==> src/rtl/if_fetch_queue_pkg.sv <==
// pipe_pkg: shared fetch-pipeline constants and the prefetch entry type.
package pipe_pkg;
  localparam int IFQ_AW = 8;
  localparam int IFQ_IW = 32;
  localparam int IFQ_DEPTH = 4;
  localparam logic [31:0] NOP_INSTR = 32'h0000_0000;
  localparam int PC_STEP = 4;
  typedef struct packed {
    logic [IFQ_IW-1:0] instr;
    logic [IFQ_AW-1:0] pc_plus4;
  } fetch_entry_t;
endpackage

==> src/rtl/if_fetch_queue_if.sv <==
// if_fetch_queue_if: ROM, branch-redirect and IF/ID hand-off signals of the fetch queue.
interface if_fetch_queue_if #(
  parameter int DEPTH = 4,
  parameter int AW = 8,
  parameter int IW = 32
);
  logic [AW-1:0] rom_addr;
  logic [IW-1:0] rom_instr;
  logic id_le;
  logic br_take;
  logic [AW-1:0] br_target;
  logic [IW-1:0] out_instr;
  logic [AW-1:0] out_pc_plus4;
  logic out_valid;
  logic [$clog2(DEPTH+1)-1:0] occupancy;
  modport master (
    input rom_instr, id_le, br_take, br_target,
    output rom_addr, out_instr, out_pc_plus4, out_valid, occupancy
  );
  modport slave (
    output rom_instr, id_le, br_take, br_target,
    input rom_addr, out_instr, out_pc_plus4, out_valid, occupancy
  );
endinterface

==> src/rtl/if_fetch_queue_fifo.sv <==
// ifq_fifo: prefetch FIFO storage with wrapping pointers and an occupancy count.
module ifq_fifo #(
  parameter int DEPTH = 4,
  parameter type T = logic
) (
  input  logic clk,
  input  logic R_n,
  input  logic push,
  input  logic pop,
  input  logic flush,
  input  T wdata,
  output T rdata,
  output logic [$clog2(DEPTH+1)-1:0] count
);
  localparam int PW = $clog2(DEPTH);
  localparam int CW = $clog2(DEPTH+1);
  T mem [DEPTH];
  logic [PW-1:0] rd_ptr, wr_ptr;
  always_ff @(posedge clk or negedge R_n) begin
    if (!R_n) begin
      rd_ptr <= '0;
      wr_ptr <= '0;
      count <= '0;
    end else if (flush) begin
      rd_ptr <= '0;
      wr_ptr <= '0;
      count <= '0;
    end else begin
      rd_ptr <= rd_ptr + PW'(pop);
      wr_ptr <= wr_ptr + PW'(push);
      count <= count + CW'(push) - CW'(pop);
    end
  end
  // Payload needs no reset: it is only visible while count marks it valid.
  always_ff @(posedge clk) begin
    if (push) mem[wr_ptr] <= wdata;
  end
  assign rdata = mem[rd_ptr];
endmodule

==> src/rtl/if_fetch_queue.sv <==
// if_fetch_queue: PC owner and prefetch buffer feeding IF/ID; branch flushes and redirects.
// IFQ_BYPASS_EN: when defined, an empty queue presents the ROM word directly (zero-latency fetch).
module if_fetch_queue
  import pipe_pkg::*;
#(
  parameter int DEPTH = IFQ_DEPTH,
  parameter int AW = IFQ_AW,
  parameter int IW = IFQ_IW
) (
  input  logic clk,
  input  logic R_n,
  if_fetch_queue_if.master bus
);
  localparam int CW = $clog2(DEPTH+1);
  logic [AW-1:0] pc, pc_plus4;
  logic [CW-1:0] count;
  logic empty, byp, valid, push, pop, adv;
  fetch_entry_t wdata, rdata, head;
  assign pc_plus4 = pc + AW'(PC_STEP);
  assign empty = count == '0;
  assign wdata = '{instr: bus.rom_instr, pc_plus4: pc_plus4};
`ifdef IFQ_BYPASS_EN
  // R_n gate keeps the head invalid while reset is held.
  assign byp = empty & ~bus.br_take & R_n;
`else
  assign byp = 1'b0;
`endif
  assign valid = ~bus.br_take & (~empty | byp);
  assign pop = bus.id_le & valid & ~empty;
  // A bypassed word consumed this cycle never enters the FIFO.
  assign push = ~bus.br_take & (count < CW'(DEPTH) | pop) & ~(byp & bus.id_le);
  assign adv = push | (byp & bus.id_le);
  assign head = byp ? wdata : rdata;
  always_ff @(posedge clk or negedge R_n) begin
    if (!R_n) pc <= '0;
    else if (bus.br_take) pc <= bus.br_target;
    else if (adv) pc <= pc_plus4;
  end
  ifq_fifo #(.DEPTH(DEPTH), .T(fetch_entry_t)) u_fifo (
    .clk(clk),
    .R_n(R_n),
    .push(push),
    .pop(pop),
    .flush(bus.br_take),
    .wdata(wdata),
    .rdata(rdata),
    .count(count)
  );
  assign bus.rom_addr = pc;
  assign bus.out_valid = valid;
  assign bus.out_instr = valid ? head.instr : NOP_INSTR;
  assign bus.out_pc_plus4 = valid ? head.pc_plus4 : '0;
  assign bus.occupancy = count;
endmodule

==> src/flat_wrapper.sv <==
// flat-port wrapper written by rule: the top's interface ports become plain ports
module if_fetch_queue_flat import pipe_pkg::*;
#(
  parameter int DEPTH = IFQ_DEPTH,
  parameter int AW = IFQ_AW,
  parameter int IW = IFQ_IW
)
  (clk, R_n, bus_rom_instr, bus_id_le, bus_br_take, bus_br_target, bus_rom_addr, bus_out_instr, bus_out_pc_plus4, bus_out_valid, bus_occupancy);
  if_fetch_queue_if #(.DEPTH(DEPTH), .AW(AW), .IW(IW)) bus_i ();
  input  logic clk;
  input  logic R_n;
  input wire logic [$bits(bus_i.rom_instr)-1:0] bus_rom_instr;
  input wire logic [$bits(bus_i.id_le)-1:0] bus_id_le;
  input wire logic [$bits(bus_i.br_take)-1:0] bus_br_take;
  input wire logic [$bits(bus_i.br_target)-1:0] bus_br_target;
  output wire logic [$bits(bus_i.rom_addr)-1:0] bus_rom_addr;
  output wire logic [$bits(bus_i.out_instr)-1:0] bus_out_instr;
  output wire logic [$bits(bus_i.out_pc_plus4)-1:0] bus_out_pc_plus4;
  output wire logic [$bits(bus_i.out_valid)-1:0] bus_out_valid;
  output wire logic [$bits(bus_i.occupancy)-1:0] bus_occupancy;
  assign bus_i.rom_instr = bus_rom_instr;
  assign bus_i.id_le = bus_id_le;
  assign bus_i.br_take = bus_br_take;
  assign bus_i.br_target = bus_br_target;
  assign bus_rom_addr = bus_i.rom_addr;
  assign bus_out_instr = bus_i.out_instr;
  assign bus_out_pc_plus4 = bus_i.out_pc_plus4;
  assign bus_out_valid = bus_i.out_valid;
  assign bus_occupancy = bus_i.occupancy;
  if_fetch_queue #(.DEPTH(DEPTH), .AW(AW), .IW(IW)) u_core (.clk(clk), .R_n(R_n), .bus(bus_i));
endmodule
==> config.mk <==
export PLATFORM = sky130hd
export DESIGN_NAME = if_fetch_queue_flat
export DESIGN_NICKNAME = d
export VERILOG_FILES = /design/src/rtl/if_fetch_queue_pkg.sv /design/src/rtl/if_fetch_queue_if.sv /design/src/rtl/if_fetch_queue_fifo.sv /design/src/rtl/if_fetch_queue.sv /design/src/flat_wrapper.sv
export SDC_FILE = /design/constraint.sdc
export NUM_CORES = 1
export LEC_CHECK = 0
export BUFFER_PORTS_ARGS = -buffer_cell sky130_fd_sc_hd__clkbuf_2
export CAP_MARGIN = 20
export CELL_PAD_IN_SITES_DETAIL_PLACEMENT = 1
export CELL_PAD_IN_SITES_GLOBAL_PLACEMENT = 2
export CORE_MARGIN = 5
export CORE_UTILIZATION = 46
export CTS_CLUSTER_SIZE = 25
export DETAILED_ROUTE_END_ITERATION = 16
export GPL_ROUTABILITY_DRIVEN = 1
export PLACE_DENSITY = 0.86
export SLEW_MARGIN = 20
export SYNTH_ARGS = -nofsm -noshare
export SYNTH_HDL_FRONTEND = slang
export SYNTH_SLANG_ARGS = --single-unit
==> constraint.sdc <==
create_clock -name clk -period 12.15 [get_ports clk]
set_clock_uncertainty 0.2 [all_clocks]
set_input_delay 1.8225 -clock clk [delete_from_list [all_inputs] [get_ports clk]]
set_output_delay 1.8225 -clock clk [all_outputs]
set_load 0.05 [all_outputs]
==> flow_summary.yaml <==
setup_path:
  critical_path_class: "in2out"
  critical_path_arrival_ns: 3.56
  end_kind: "output port"
  start_kind: "input pin"
  path_max_fanout: 42
  required_ns: 10.13
cells_and_area:
  syn_to_final_growth_pct: 18.08
  n_fill_cell: 1322
  multi_input_area_um2: 1602
  layout-drive-gt1-share_pct: 40.49
  diodes: 0
  nets: 489
  final-seq-area_um2: 5187
sta:
  rsz0062_at_grt: "no"
  finalCriticalPeriod_ns: 5.587
  setup_tns_ns: 0
  max_freq_mhz: 179.0
  timing.hold.ws_ns: 0.3400
  drv_slew: 0
  fin_crit_sh_pct: 45.98
  finalHoldViolCount: 0
  worst_pin_slew_ns: 0.9179
  slew_headroom_pct: 38.66
  setup_violations: 0
grt:
  grt_overflow: 0
  grt_pass1_wl_mm: 21.41
  grt_pass1_vias: 3852
  grt_max_degree: 43
  antenna_found_initial: 0
  grtUsageTotal_pct: 16.38
power_and_ir_drop:
  ir_drop_uv: 163.2
  p_leak_uw: 0.002893
  powerDensity_nw_per_um2: 207.8
drt:
  drt_iter0_drc: 234
  routed_wl_mm: 13.55
  wire_per_inst_um: 21.30
  ant_nets: 0
  first_pass_iters: 4
  drcViolationCount: 0
  vias: 3437
  viasPerCell: 5.404
synthesis:
  syn-num-nets: 388
  synth_top_area_cell: "edfxtp_1"
  yosysUniqueCellTypes: 32
  syn-mean-instance-area_um2: 20.50
  synthArstFlopShare_pct: 8.571
  synth_area_leaders: "edfxtp_1 (69%), mux4_2 (13%), dfrtp_1 (5.4%), and2_1 (3.7%), buf_12 (1.2%)"
  synth_ff_type: "edfxtp_1"
  yosys.area.top_type_share_pct: 69.34
  synth_warnings: 0
  postSynthCellCount: 338
  synth_seq_cells: 175
  seq_area_frac_synth_pct: 74.76
  synthesis.area_um2: 6929
  synth_edf_count: 160
clock_network:
  cts_buffers: 17
  cts_setup_buffers: 0
  clock_path_buffers: 2
  root_buffer: "clkbuf_16"
  clkTransAtPathRegs_ns: 0.07
  cts_sinks: 175
  htree_num_levels: 4
  clk_latency_ns: 0.43
  cts.hold.buffers_added: 0
  cts_tree: "built"
  ctsResizeCount: 0
die:
  start_util_pct: 47.32
  die_area_um2: 17620
  io_pins: 96
  core_area_um2: 14640
  die_x_um: 132.7
  rows: 44
  die_h_um: 132.7
place:
  hpwlAfterDp_mm: 8.149
  io_buffers: 95
  place_congestion: 0.6949
outcome:
  outcome: "completed"
job:
  cap_violations: 0
worst_hold_path:
  min_path_type: "reg2reg"
## stage by stage
stage / utilization [%] / instance area [um2] / power (uW) / cells / setup slack [ns]
after floorplan: - / 6929 / 1066 / 338 / 5.174
after global placement: 51.58 / 7553 / 1144 / 604 / 6.541
after detailed placement: 51.58 / 7553 / 1157 / 604 / 6.495
after CTS: 55.81 / 8173 / 1723 / 636 / 6.488
after global routing: 55.87 / 8182 / 1777 / 636 / 6.327
final: 55.87 / 8182 / 1700 / 636 / 6.563
## metal layers
metal	track usage, %	up-vias	part of all wire [%]
li1	-	1537	-
met1	21.17	1789	43
met2	26.69	94	50
met3	4.518	17	4.5
met4	6.236	0	1.7
met5	0	-	0
## worst paths after layout
check | cells after the start | slack, ns | endpoint | start
max in group asynchronous | 1 | 10.31 | u_core.u_fifo.rd_ptr[1]$_DFF_PN0_ | R_n
setup / recovery | 4 | 6.56 | bus_out_pc_plus4[5] | bus_br_take
hold reg to reg | 0 | 0.34 | u_core.u_fifo.mem[3][1]$_DFFE_PP_ | u_core.bus.rom_addr[1]$_DFFE_PN0P_
min in group asynchronous | 1 | 1.11 | u_core.bus.rom_addr[0]$_DFFE_PN0P_ | R_n
setup reg to reg | 10 | 9.16 | u_core.u_fifo.count[2]$_DFF_PN0_ | u_core.u_fifo.count[1]$_DFF_PN0_
hold / removal | 0 | 0.34 | u_core.u_fifo.mem[3][1]$_DFFE_PP_ | u_core.bus.rom_addr[1]$_DFFE_PN0P_
## cell usage in the layout, fill, tap and decap left out, drive strengths merged
| cell | count |
|---|---|
| or4 | 2 |
| o21ai | 3 |
| xor2 | 2 |
| nand3 | 4 |
| buf | 6 |
| clkbuf | 113 |
| and2 | 41 |
| o311ai | 2 |
| clkinv | 4 |
| o211ai | 2 |
| inv | 8 |
| bufinv | 4 |
| mux2i | 1 |
| mux2 | 2 |
| nor4 | 1 |
| or3 | 1 |
| clkinvlp | 4 |
| and3 | 1 |
| xnor2 | 7 |
| nor2b | 4 |
| edfxtp | 160 |
| nor4b | 2 |
| a31oi | 1 |
| or2 | 2 |
| dfrtp | 15 |
| fa | 1 |
| nand2 | 6 |
| ha | 5 |
| nor3 | 1 |
| nor2 | 7 |
| mux4 | 40 |
## kinds of logic (layout without fill, tap and decap cells)
logic type	after synthesis	count (layout)	share of synthesized area (%)
AO/OA/AOI/OAI	8	8	0.7764
XOR/XNOR	9	9	1.138
adder cells (fa/ha/maj)	6	6	1.192
buffers and inverters	25	139	2.618
flip-flops	175	175	74.76
multiplexers	43	43	13.47
AND/OR/NAND/NOR	72	72	6.049
## Yosys cell counts (all sizes together), types with 3 or more instances
cell type	count
nand2	6
dfrtp	15
ha	5
and2	41
buf	13
o21ai	3
mux4	40
nor2	7
nand3	4
edfxtp	160
inv	6
clkbuf	6
nor2b	4
xnor2	7
## worst max-delay path: stages
cell and delay, ns:
clkbuf_2 0.33, nor2_4 0.83, and2_1 0.28, clkbuf_2 0.30
## area by class of cell
| type | instances | share of cell area [%] |
|---|---|---|
| Inverter | 6 | 0.2753 |
| Sequential cell | 175 | 63.40 |
| Clock inverter | 14 | 2.325 |
| Multi-Input combinational cell | 138 | 19.57 |
| Timing Repair Buffer | 101 | 6.362 |
| Tap cell | 184 | 2.814 |
| Clock buffer | 18 | 5.245 |
## report_power, final
part           internal (uW)  switching [uW]
sequential               719            40.7
clock                    344             220
combinational            121             255
total                   1180             516
## registers in the layout, summed over array words and instances (netlist names)
register              flops
u_core.u_fifo.wr_ptr      2
u_core.u_fifo.rd_ptr      2
u_core.u_fifo.mem       160
u_core.bus.rom_addr       8
u_core.u_fifo.count       3
Note: power is estimated with default switching activity, not from simulation.
